===== src/rtl/fifo_multich.sv =====
// rtl/fifo_multich.sv - NUM_CH independent DEPTH x DATASIZE queues sharing one write and one read port.
// Status outputs are registered from next-state pointers; flush overrides any access to its channel.
module fifo_multich #(
    parameter int NUM_CH    = 4,
    parameter int DEPTH     = 4,
    parameter int DATASIZE  = 30,
    parameter int AF_THRESH = DEPTH - 1,
    localparam int AW = $clog2(DEPTH),
    localparam int CW = (NUM_CH > 1) ? $clog2(NUM_CH) : 1,
    localparam int PW = AW + 1
) (
    input  logic                 fifo_clk,
    input  logic                 fifo_rst,
    input  logic                 wr_en,
    input  logic [CW-1:0]        wr_ch,
    input  logic [DATASIZE-1:0]  wdata,
    input  logic                 rd_en,
    input  logic [CW-1:0]        rd_ch,
    output logic [DATASIZE-1:0]  rdata,
    output logic                 rvalid,
    input  logic [NUM_CH-1:0]    flush,
    output logic [NUM_CH-1:0]    full,
    output logic [NUM_CH-1:0]    empty_n,
    output logic [NUM_CH-1:0]    almost_full,
    output logic [NUM_CH*PW-1:0] count,
    output logic                 err_ovf,
    output logic                 err_udf
);

    localparam logic [CW:0] NUM_CH_W = NUM_CH[CW:0];

    logic [DATASIZE-1:0] mem [NUM_CH][DEPTH];
    logic [PW-1:0] wptr     [NUM_CH];
    logic [PW-1:0] rptr     [NUM_CH];
    logic [PW-1:0] wptr_nxt [NUM_CH];
    logic [PW-1:0] rptr_nxt [NUM_CH];
    logic [PW-1:0] cnt_nxt  [NUM_CH];

    logic                wr_ok, rd_ok;
    logic                wr_full, wr_flush, rd_ne, rd_flush;
    logic [PW-1:0]       wr_wptr, rd_rptr;
    logic [DATASIZE-1:0] rd_head;
    logic                wr_acc, rd_acc;

    // Out-of-range channels look full/empty so the matching error pulse fires.
    assign wr_ok = ({1'b0, wr_ch} < NUM_CH_W);
    assign rd_ok = ({1'b0, rd_ch} < NUM_CH_W);

    always_comb begin
        wr_full  = 1'b1;
        wr_flush = 1'b0;
        wr_wptr  = '0;
        rd_ne    = 1'b0;
        rd_flush = 1'b0;
        rd_rptr  = '0;
        rd_head  = '0;
        if (wr_ok) begin
            wr_full  = full[wr_ch];
            wr_flush = flush[wr_ch];
            wr_wptr  = wptr[wr_ch];
        end
        if (rd_ok) begin
            rd_ne    = empty_n[rd_ch];
            rd_flush = flush[rd_ch];
            rd_rptr  = rptr[rd_ch];
            rd_head  = mem[rd_ch][rd_rptr[AW-1:0]];
        end
    end

    assign wr_acc = wr_en && !wr_full && !wr_flush;
    assign rd_acc = rd_en && rd_ne && !rd_flush;

    always_comb begin
        for (int c = 0; c < NUM_CH; c++) begin
            wptr_nxt[c] = wptr[c];
            rptr_nxt[c] = rptr[c];
            if (flush[c]) begin
                rptr_nxt[c] = wptr[c];
            end else begin
                if (wr_acc && (wr_ch == CW'(c))) wptr_nxt[c] = wptr[c] + PW'(1);
                if (rd_acc && (rd_ch == CW'(c))) rptr_nxt[c] = rptr[c] + PW'(1);
            end
            cnt_nxt[c] = wptr_nxt[c] - rptr_nxt[c];
        end
    end

    always_ff @(posedge fifo_clk) begin
        if (wr_acc) mem[wr_ch][wr_wptr[AW-1:0]] <= wdata;
    end

    always_ff @(posedge fifo_clk or posedge fifo_rst) begin
        if (fifo_rst) begin
            for (int c = 0; c < NUM_CH; c++) begin
                wptr[c] <= '0;
                rptr[c] <= '0;
            end
            full        <= '0;
            empty_n     <= '0;
            almost_full <= '0;
            count       <= '0;
            rdata       <= '0;
            rvalid      <= 1'b0;
            err_ovf     <= 1'b0;
            err_udf     <= 1'b0;
        end else begin
            for (int c = 0; c < NUM_CH; c++) begin
                wptr[c]             <= wptr_nxt[c];
                rptr[c]             <= rptr_nxt[c];
                full[c]             <= (cnt_nxt[c] == PW'(DEPTH));
                empty_n[c]          <= (cnt_nxt[c] != '0);
                almost_full[c]      <= (cnt_nxt[c] >= PW'(AF_THRESH));
                count[c*PW +: PW]   <= cnt_nxt[c];
            end
            rvalid  <= rd_acc;
            if (rd_acc) rdata <= rd_head;
            err_ovf <= wr_en && wr_full && !wr_flush;
            err_udf <= rd_en && !rd_ne && !rd_flush;
        end
    end

endmodule


===== config.mk =====
export PLATFORM = sky130hd
export DESIGN_NAME = fifo_multich
export DESIGN_NICKNAME = d
export VERILOG_FILES = /design/src/rtl/fifo_multich.sv
export SDC_FILE = /design/constraint.sdc
export NUM_CORES = 1
export LEC_CHECK = 0
export CAP_MARGIN = 5
export CORE_UTILIZATION = 54
export DETAILED_ROUTE_END_ITERATION = 12
export GPL_TIMING_DRIVEN = 0
export PLACE_DENSITY = 0.83
export SYNTH_ARGS = -nofsm -noshare
export SYNTH_HDL_FRONTEND = slang
export SYNTH_SLANG_ARGS = --single-unit

===== constraint.sdc =====
create_clock -name fifo_clk -period 4.3 [get_ports fifo_clk]
set_input_delay 1.29 -clock fifo_clk [delete_from_list [all_inputs] [get_ports fifo_clk]]
set_output_delay 1.29 -clock fifo_clk [all_outputs]
set_load 0.005 [all_outputs]

## Yosys cells after proc, flatten, opt, wreduce, memory -nomap -nowiden

Memory sizes are Yosys's and may differ from the RTL's.
Cells that the tools add are included.

| word-level totals | value |
|---|---|
| register bits after elaboration | 81 |
| memory bits (writable) | 480 |
| output and inout port bits | 57 |
| memories kept | 1 |
| input bits | 42 |

| operators by class | value |
|---|---|
| reduce and logical (&&, ||, !) cells | 27 |
| magnitude comparators | 11 |
| equality and inequality tests | 10 |
| muxes and demuxes | 37 |
| $add $sub $neg | 12 |
| bitwise gates (word level) | 4 |

Memories:

| memory | depth | bits a word | rd ports | clocked after Yosys merged registers in | wr ports | line | RTL |
|---|---|---|---|---|---|---|---|
| mem | 4 | 120 | 1 | 0 | 1 | 32 | `logic [DATASIZE-1:0] mem [NUM_CH][DEPTH];` |

Operator list:

| kind | number |
|---|---|
| 2-to-1 mux 120 bit | 1 |
| 2-to-1 mux 30 bit | 3 |
| binary-select mux 30 bit (select 2 bit) | 1 |
| demux 30 bit (select 2 bit) | 1 |
| 2-to-1 mux 3 bit | 16 |
| adder 3 x 1 -> 3 bit (second input constant) | 8 |
| logical AND 1 bit | 17 |
| binary-select mux 3 bit (select 2 bit) | 2 |
| == test 3 bit (second input constant) | 4 |
| >= comparator 3 x 2 -> 1 bit (second input constant) | 4 |
| >= comparator 3 bit (second input constant) | 4 |
| NOT 2 -> 3 bit | 4 |
| nonzero test 3 bit | 4 |
| subtractor 3 bit | 4 |
| binary-select mux 1 bit (select 2 bit) | 4 |
| == test 2 bit (second input constant) | 4 |
| 2-to-1 mux 2 bit | 4 |
| < comparator 2 x 3 -> 1 bit (second input constant) | 2 |
| 2-to-1 mux 1 bit | 5 |
| == test 2 x 1 -> 1 bit (second input constant) | 2 |
| logical NOT 1 bit | 4 |
| logical NOT 2 bit | 2 |
| < comparator 3 x 1 -> 1 bit (second input constant) | 1 |

## Longest topological paths before layout

| logic depth | value |
|---|---|
| depth after elaboration | 10 |
| mapped depth | 13 |

## Least setup slack after synthesis

No wires, ideal clock.

| timing | value |
|---|---|
| path kind | in2reg |
| from | in flush[1] |
| to | mem mem[0][100] (netlist name), enable pin |
| setup slack | -1179 ps |
| arrival | 5018 ps |
| required time | 3839 ps |
| cell stages on the path | 6 |
| setup time | 461 ps |
| path buffers | 1 |
| cell sequence | buf_2 -> mux2_2 -> a211o_1 -> nor3_1 -> nor3b_1 -> nor3b_1 |

| between the ends | value |
|---|---|
| cells in the longest elaborated chain, start to end | 6 |

Ends and longest elaborated chain:

| item | line | RTL |
|---|---|---|
| start, declared | 21 | `input logic [NUM_CH-1:0] flush,` |
| binary-select mux 1 bit (select 2 bit) | 59 | `wr_flush = flush[wr_ch];` |
| 2-to-1 mux 1 bit (implied by the code) | 59 |  |
| logical NOT 1 bit | 70 | `assign wr_acc = wr_en && !wr_full && !wr_flush;` |
| logical AND 1 bit | 70 |  |
| 2-to-1 mux 1 bit | 88 | `if (wr_acc) mem[wr_ch][wr_wptr[AW-1:0]] <= wdata;` |
| 2-to-1 mux 120 bit (implied by the code) | 88 |  |
| end, declared | 32 |  |

Every way passes these cells. The select of a mux whose other input is x is not followed.

==> flow_summary.html <==
<table>
<tr><th>Metric</th><th>Value</th></tr>
<tr><th colspan="2">GRT</th></tr>
<tr><td>Met1 global-route usage</td><td>32.8%</td></tr>
<tr><td>Grt met2 use</td><td>42.6%</td></tr>
<tr><td>GR met3 Demand/Resource</td><td>4.48%</td></tr>
<tr><td>Overall overflow remaining after global route</td><td>0</td></tr>
<tr><td>Total routing usage reported by global routing</td><td>25.2%</td></tr>
<tr><td>Pin count of the biggest net entering global routing</td><td>65</td></tr>
<tr><td>Most used routing layer in global routing</td><td>met2</td></tr>
<tr><td>Antenna violations before repair</td><td>0</td></tr>
<tr><td>Number of global-route vias before repair</td><td>12.1k</td></tr>
<tr><td>Wire length of the first global-routing pass</td><td>75.7 mm</td></tr>
<tr><th colspan="2">Clock tree</th></tr>
<tr><td>Clk_lat worst skew</td><td>0.57 ns</td></tr>
<tr><td>Clock input transition at the sequential cells of the worst setup and hold paths</td><td>0.06 ns</td></tr>
<tr><td>CTS tree</td><td>yes</td></tr>
<tr><td>Maximum number of buffers from clock root to sink</td><td>3</td></tr>
<tr><td>Hold Buf Count CTS</td><td>0</td></tr>
<tr><td>Clock net sink count</td><td>561</td></tr>
<tr><td>Clock buffers created by TritonCTS</td><td>52</td></tr>
<tr><td>Buffer cell driving the clock tree root</td><td>sky130_fd_sc_hd__clkbuf_16</td></tr>
<tr><td>H-tree levels</td><td>2</td></tr>
<tr><th colspan="2">Floorplanning</th></tr>
<tr><td>Number of rows in the core area</td><td>73</td></tr>
<tr><td>Y dimension of the die</td><td>204 microns</td></tr>
<tr><td>Die Width</td><td>204 microns</td></tr>
<tr><td>Count of pins on the block boundary</td><td>99</td></tr>
<tr><td>Starting Density</td><td>55.2%</td></tr>
<tr><td>Total core area</td><td>0.0400 sq mm</td></tr>
<tr><td>Die Footprint</td><td>0.0417 sq mm</td></tr>
<tr><th colspan="2">Synthesis</th></tr>
<tr><td>Distinct cell type count after synthesis</td><td>47</td></tr>
<tr><td>Sequential cell area fraction in the yosys report</td><td>74.5%</td></tr>
<tr><td>Cell types occupying the most area after synthesis</td><td>sky130_fd_sc_hd__edfxtp_1 65%, sky130_fd_sc_hd__mux4_2 13%, sky130_fd_sc_hd__dfrtp_1 9.2%</td></tr>
<tr><td>Mean post-synth cell area</td><td>19.9 sq um</td></tr>
<tr><td>Most frequently used flop master after synthesis</td><td>sky130_fd_sc_hd__edfxtp_1</td></tr>
<tr><td>Seq cells post-synth</td><td>561</td></tr>
<tr><td>Share of synthesized registers carrying an async set or reset</td><td>14.4%</td></tr>
<tr><td>Total standard cell area after synthesis</td><td>0.0221 sq mm</td></tr>
<tr><td>Net Count, Synth</td><td>1166</td></tr>
<tr><td>Cell type with the highest aggregate area in the netlist</td><td>sky130_fd_sc_hd__edfxtp_1</td></tr>
<tr><td>Area fraction of the dominant cell type after synthesis</td><td>65.3%</td></tr>
<tr><td>Yosys warnings</td><td>0</td></tr>
<tr><td>Synth Instances</td><td>1108</td></tr>
<tr><td>Number of enable flip-flop cells after synthesis</td><td>480</td></tr>
<tr><th colspan="2">Min path</th></tr>
<tr><td>Worst min-delay path category</td><td>reg -&gt; reg</td></tr>
<tr><td>Number of cells on the worst hold path</td><td>2</td></tr>
<tr><td>Hold wc startpoint</td><td>rdata[3]</td></tr>
<tr><td>End point of the most critical hold path</td><td>rdata[3]</td></tr>
<tr><th colspan="2">Cells and area</th></tr>
<tr><td>Final-stage net count</td><td>1341</td></tr>
<tr><td>Share of final-layout standard cells stronger than drive strength 1</td><td>24.2%</td></tr>
<tr><td>Layout area overhead</td><td>18.5%</td></tr>
<tr><td>N_diodes</td><td>0</td></tr>
<tr><td>Final cell area excluding filler cells</td><td>0.0261 sq mm</td></tr>
<tr><th colspan="2">Place</th></tr>
<tr><td>Number of input and output port buffers inserted</td><td>96</td></tr>
<tr><td>DP Worst Slack</td><td>-1.05 ns</td></tr>
<tr><td>Detail Placement HPWL</td><td>30.9 mm</td></tr>
<tr><td>Dpl cell area</td><td>0.0243 sq mm</td></tr>
<tr><td>RePlAce Congestion</td><td>0.830</td></tr>
<tr><th colspan="2">STA</th></tr>
<tr><td>Total count of max-transition violations in the final report</td><td>0</td></tr>
<tr><td>Worst Setup Slack, final</td><td>0.0830 ns</td></tr>
<tr><td>Unrepaired setup endpoints after global routing</td><td>false</td></tr>
<tr><td>Final setup violating endpoints</td><td>0</td></tr>
<tr><td>Slew HR</td><td>42.0%</td></tr>
<tr><td>Final cycle utilization of the critical path</td><td>98.1%</td></tr>
<tr><td>Clock skew</td><td>0.0163 ns</td></tr>
<tr><td>Fin. Hold Viols</td><td>0</td></tr>
<tr><td>Achievable frequency</td><td>237 MHz</td></tr>
<tr><td>Shortest period the worst path allows</td><td>4.22 ns</td></tr>
<tr><td>Transition time at the pin with the least slew margin</td><td>0.870 ns</td></tr>
<tr><td>Setup TNS</td><td>0 ns</td></tr>
<tr><th colspan="2">Route</th></tr>
<tr><td>Pre-antenna DRT Iters</td><td>5</td></tr>
<tr><td>Routed WL</td><td>50.7 mm</td></tr>
<tr><td>Number of vias per cell after detailed routing</td><td>6.24</td></tr>
<tr><td>Via count</td><td>11.5k</td></tr>
<tr><td>Wirelength per Cell</td><td>27.5 microns</td></tr>
<tr><td>Remaining antenna violation count</td><td>0</td></tr>
<tr><td>DRC errors left</td><td>0</td></tr>
<tr><td>Number of violations reported at the end of detailed-routing iteration 0</td><td>1133</td></tr>
<tr><th colspan="2">Worst setup path</th></tr>
<tr><td>Biggest fanout along the worst timing path</td><td>5</td></tr>
<tr><td>Endpoint class of the critical path</td><td>flip-flop</td></tr>
<tr><td>Cell class contributing the biggest share of worst-path delay</td><td>simple AND/OR/NAND/NOR gates</td></tr>
<tr><td>Crit path cell chain</td><td>clkdlybuf4s50_1 -&gt; and3_1 -&gt; a211o_1 -&gt; nor3_4 -&gt; buf_4 -&gt; nand2_2 -&gt; xor2_1 -&gt; ha_1 -&gt; fa_1 -&gt; inv_1 -&gt; or4_1 -&gt; mux2_2</td></tr>
<tr><td>Buf/Inv on CP</td><td>3</td></tr>
<tr><td>Data required time at the worst endpoint</td><td>4.76 ns</td></tr>
<tr><td>Critical setup path kind</td><td>in -&gt; reg</td></tr>
<tr><td>Endpoint of the lowest-slack register-to-register path</td><td>empty_n[1]</td></tr>
<tr><td>Startpoint kind of the worst setup timing path</td><td>input pin</td></tr>
<tr><td>Largest stage delay on the critical path</td><td>0.54 ns</td></tr>
<tr><td>Worst R2R Path Depth</td><td>10</td></tr>
<tr><td>Slack of the worst reg-to-reg path</td><td>0.94 ns</td></tr>
<tr><td>WP data arrival</td><td>4.68 ns</td></tr>
<tr><td>Slowest cell on crit path</td><td>sky130_fd_sc_hd__fa_1</td></tr>
<tr><td>Reg-to-reg critical path startpoint</td><td>full[0]</td></tr>
<tr><th colspan="2">Flow run</th></tr>
<tr><td>Max-capacitance violation count</td><td>0</td></tr>
<tr><th colspan="2">Power and ir drop</th></tr>
<tr><td>Static Leak</td><td>8.88 nW</td></tr>
<tr><td>Total power divided by cell area</td><td>552 mW/mm^2</td></tr>
<tr><td>Worst ir drop on vdd</td><td>0.390 mV</td></tr>
<tr><td>Power, Total</td><td>14.4 mW</td></tr>
<tr><th colspan="2">Run status</th></tr>
<tr><td>Status</td><td>complete, no violations</td></tr>
</table>
cells by family (layout without fill, tap and decap cells):
family / count (synthesis) / count (layout) / share of synthesized area, %
multiplexers: 203 / 203 / 16.5
flip-flops: 561 / 561 / 74.5
XOR/XNOR: 19 / 19 / 1.01
adder cells (fa/ha/maj): 16 / 16 / 1.04
AND/OR/NAND/NOR: 143 / 143 / 3.23
AO/OA/AOI/OAI: 87 / 87 / 2.20
buffers and inverters: 79 / 293 / 1.46
cells in the final DEF, fill, tap and decap left out, types with 6 or more instances in the layout:
cell | Yosys | final
sky130_fd_sc_hd__inv_1 | 23 | 22
sky130_fd_sc_hd__mux2i_1 | 43 | 43
sky130_fd_sc_hd__buf_4 | 0 | 6
sky130_fd_sc_hd__nand3_1 | 6 | 6
sky130_fd_sc_hd__clkbuf_1 | 29 | 32
sky130_fd_sc_hd__bufinv_16 | 0 | 7
sky130_fd_sc_hd__nor2_4 | 0 | 9
sky130_fd_sc_hd__mux2_2 | 34 | 34
sky130_fd_sc_hd__buf_2 | 19 | 19
sky130_fd_sc_hd__clkdlybuf4s50_1 | 0 | 94
sky130_fd_sc_hd__buf_12 | 0 | 9
sky130_fd_sc_hd__clkinv_1 | 0 | 6
sky130_fd_sc_hd__nor2_1 | 43 | 34
sky130_fd_sc_hd__buf_1 | 7 | 7
sky130_fd_sc_hd__dfrtp_1 | 81 | 81
sky130_fd_sc_hd__edfxtp_1 | 480 | 480
sky130_fd_sc_hd__mux4_2 | 126 | 126
sky130_fd_sc_hd__ha_1 | 12 | 12
sky130_fd_sc_hd__buf_16 | 0 | 10
sky130_fd_sc_hd__clkinv_2 | 0 | 12
sky130_fd_sc_hd__xor2_1 | 7 | 7
sky130_fd_sc_hd__nand2_1 | 49 | 47
sky130_fd_sc_hd__o21ai_0 | 42 | 42
sky130_fd_sc_hd__clkbuf_16 | 0 | 55
sky130_fd_sc_hd__xnor2_1 | 7 | 7
sky130_fd_sc_hd__a21oi_1 | 31 | 31
how the worst max path moves through the flow:
| stage | to | start | cells after the start | slack [ns] |
|---|---|---|---|---|
| after floorplan | empty_n[1] | flush[1] | 11 | 0.03 |
| after global placement | mem[2][10] | wr_ch[0] | 6 | -1.94 |
| after detailed placement | empty_n[3] | rd_ch[1] | 11 | -1.05 |
| after CTS | empty_n[1] | wr_ch[1] | 11 | 0.06 |
| after global routing | empty_n[1] | wr_ch[1] | 11 | 0.02 |
| final | empty_n[1] | wr_ch[1] | 12 | 0.08 |
sequential cells by signal (all words and copies together), names as in the netlist:
register,flops
almost_full,4
count,12
empty_n,4
err_ovf,1
err_udf,1
full,4
mem,480
rdata,30
rptr,12
rvalid,1
wptr,12
layout make-up:
class | count | area [sq um]
Buffer | 54 | 236
Clock buffer | 66 | 1450
Clock inverter | 27 | 309
Fill cell | 2491 | 13900
Inverter | 23 | 88.8
Multi-Input combinational cell | 468 | 5470
Sequential cell | 561 | 16400
Tap cell | 525 | 657
Timing Repair Buffer | 123 | 1490
synth_stat cells (all sizes together) (2+ instances only):
master  instances
nand2b          4
nor3b           6
nor4bb          2
clkbuf         30
mux4          126
o21ai          42
fa              4
edfxtp        480
xnor2           7
a22oi           2
nor3            9
xor2            9
and3            2
nor2b           5
nand3b          5
nand4           3
ha             12
xnor3           3
or4             3
nor4            3
dfrtp          81
inv            23
mux2           34
nand3           6
nand2          49
mux2i          43
nor2           43
o211ai          3
a21oi          31
buf            26
worst min-delay path, stage by stage (launching register included):
cell                      delay [ns]
sky130_fd_sc_hd__dfrtp_1        0.34
sky130_fd_sc_hd__nand2_1        0.04
sky130_fd_sc_hd__o21ai_0        0.06
per-layer routing:
layer  up-vias  wire [microns]  part of all wire, %
li1       4785               -                    -
met1      5945           19000                   37
met2       657           25800                   51
met3       133            4250                  8.4
met4         0            1640                  3.2
met5         -               0                    0
per-stage QoR:
stage / instances / hold slack, ns / utilization, %
2_1_floorplan: 1108 / 0.473 / -
3_3_place_gp: 1729 / 0.464 / 59.3
3_5_place_dp: 1750 / 0.473 / 60.8
4_1_cts: 1845 / 0.484 / 65.3
5_1_grt: 1847 / 0.512 / 65.3
6_report: 1847 / 0.479 / 65.3
repair_timing:
action / in CTS / in global routing
endpoints found under the hold margin: 0 / 0
pin swaps: 1 / 0
endpoints found under the setup margin: 11 / 4
gates resized for setup: 8 / 5
setup buffers: 3 / 3
cloned: 0 / 0
where the power goes:
group	switching [mW]	leakage [nW]	internal [mW]
combinational	1.61	2.69	1.38
sequential	0.281	5.33	6.42
clock	1.95	0.869	2.79
total	3.84	8.88	10.6
Power figures use the tool's default switching activity.
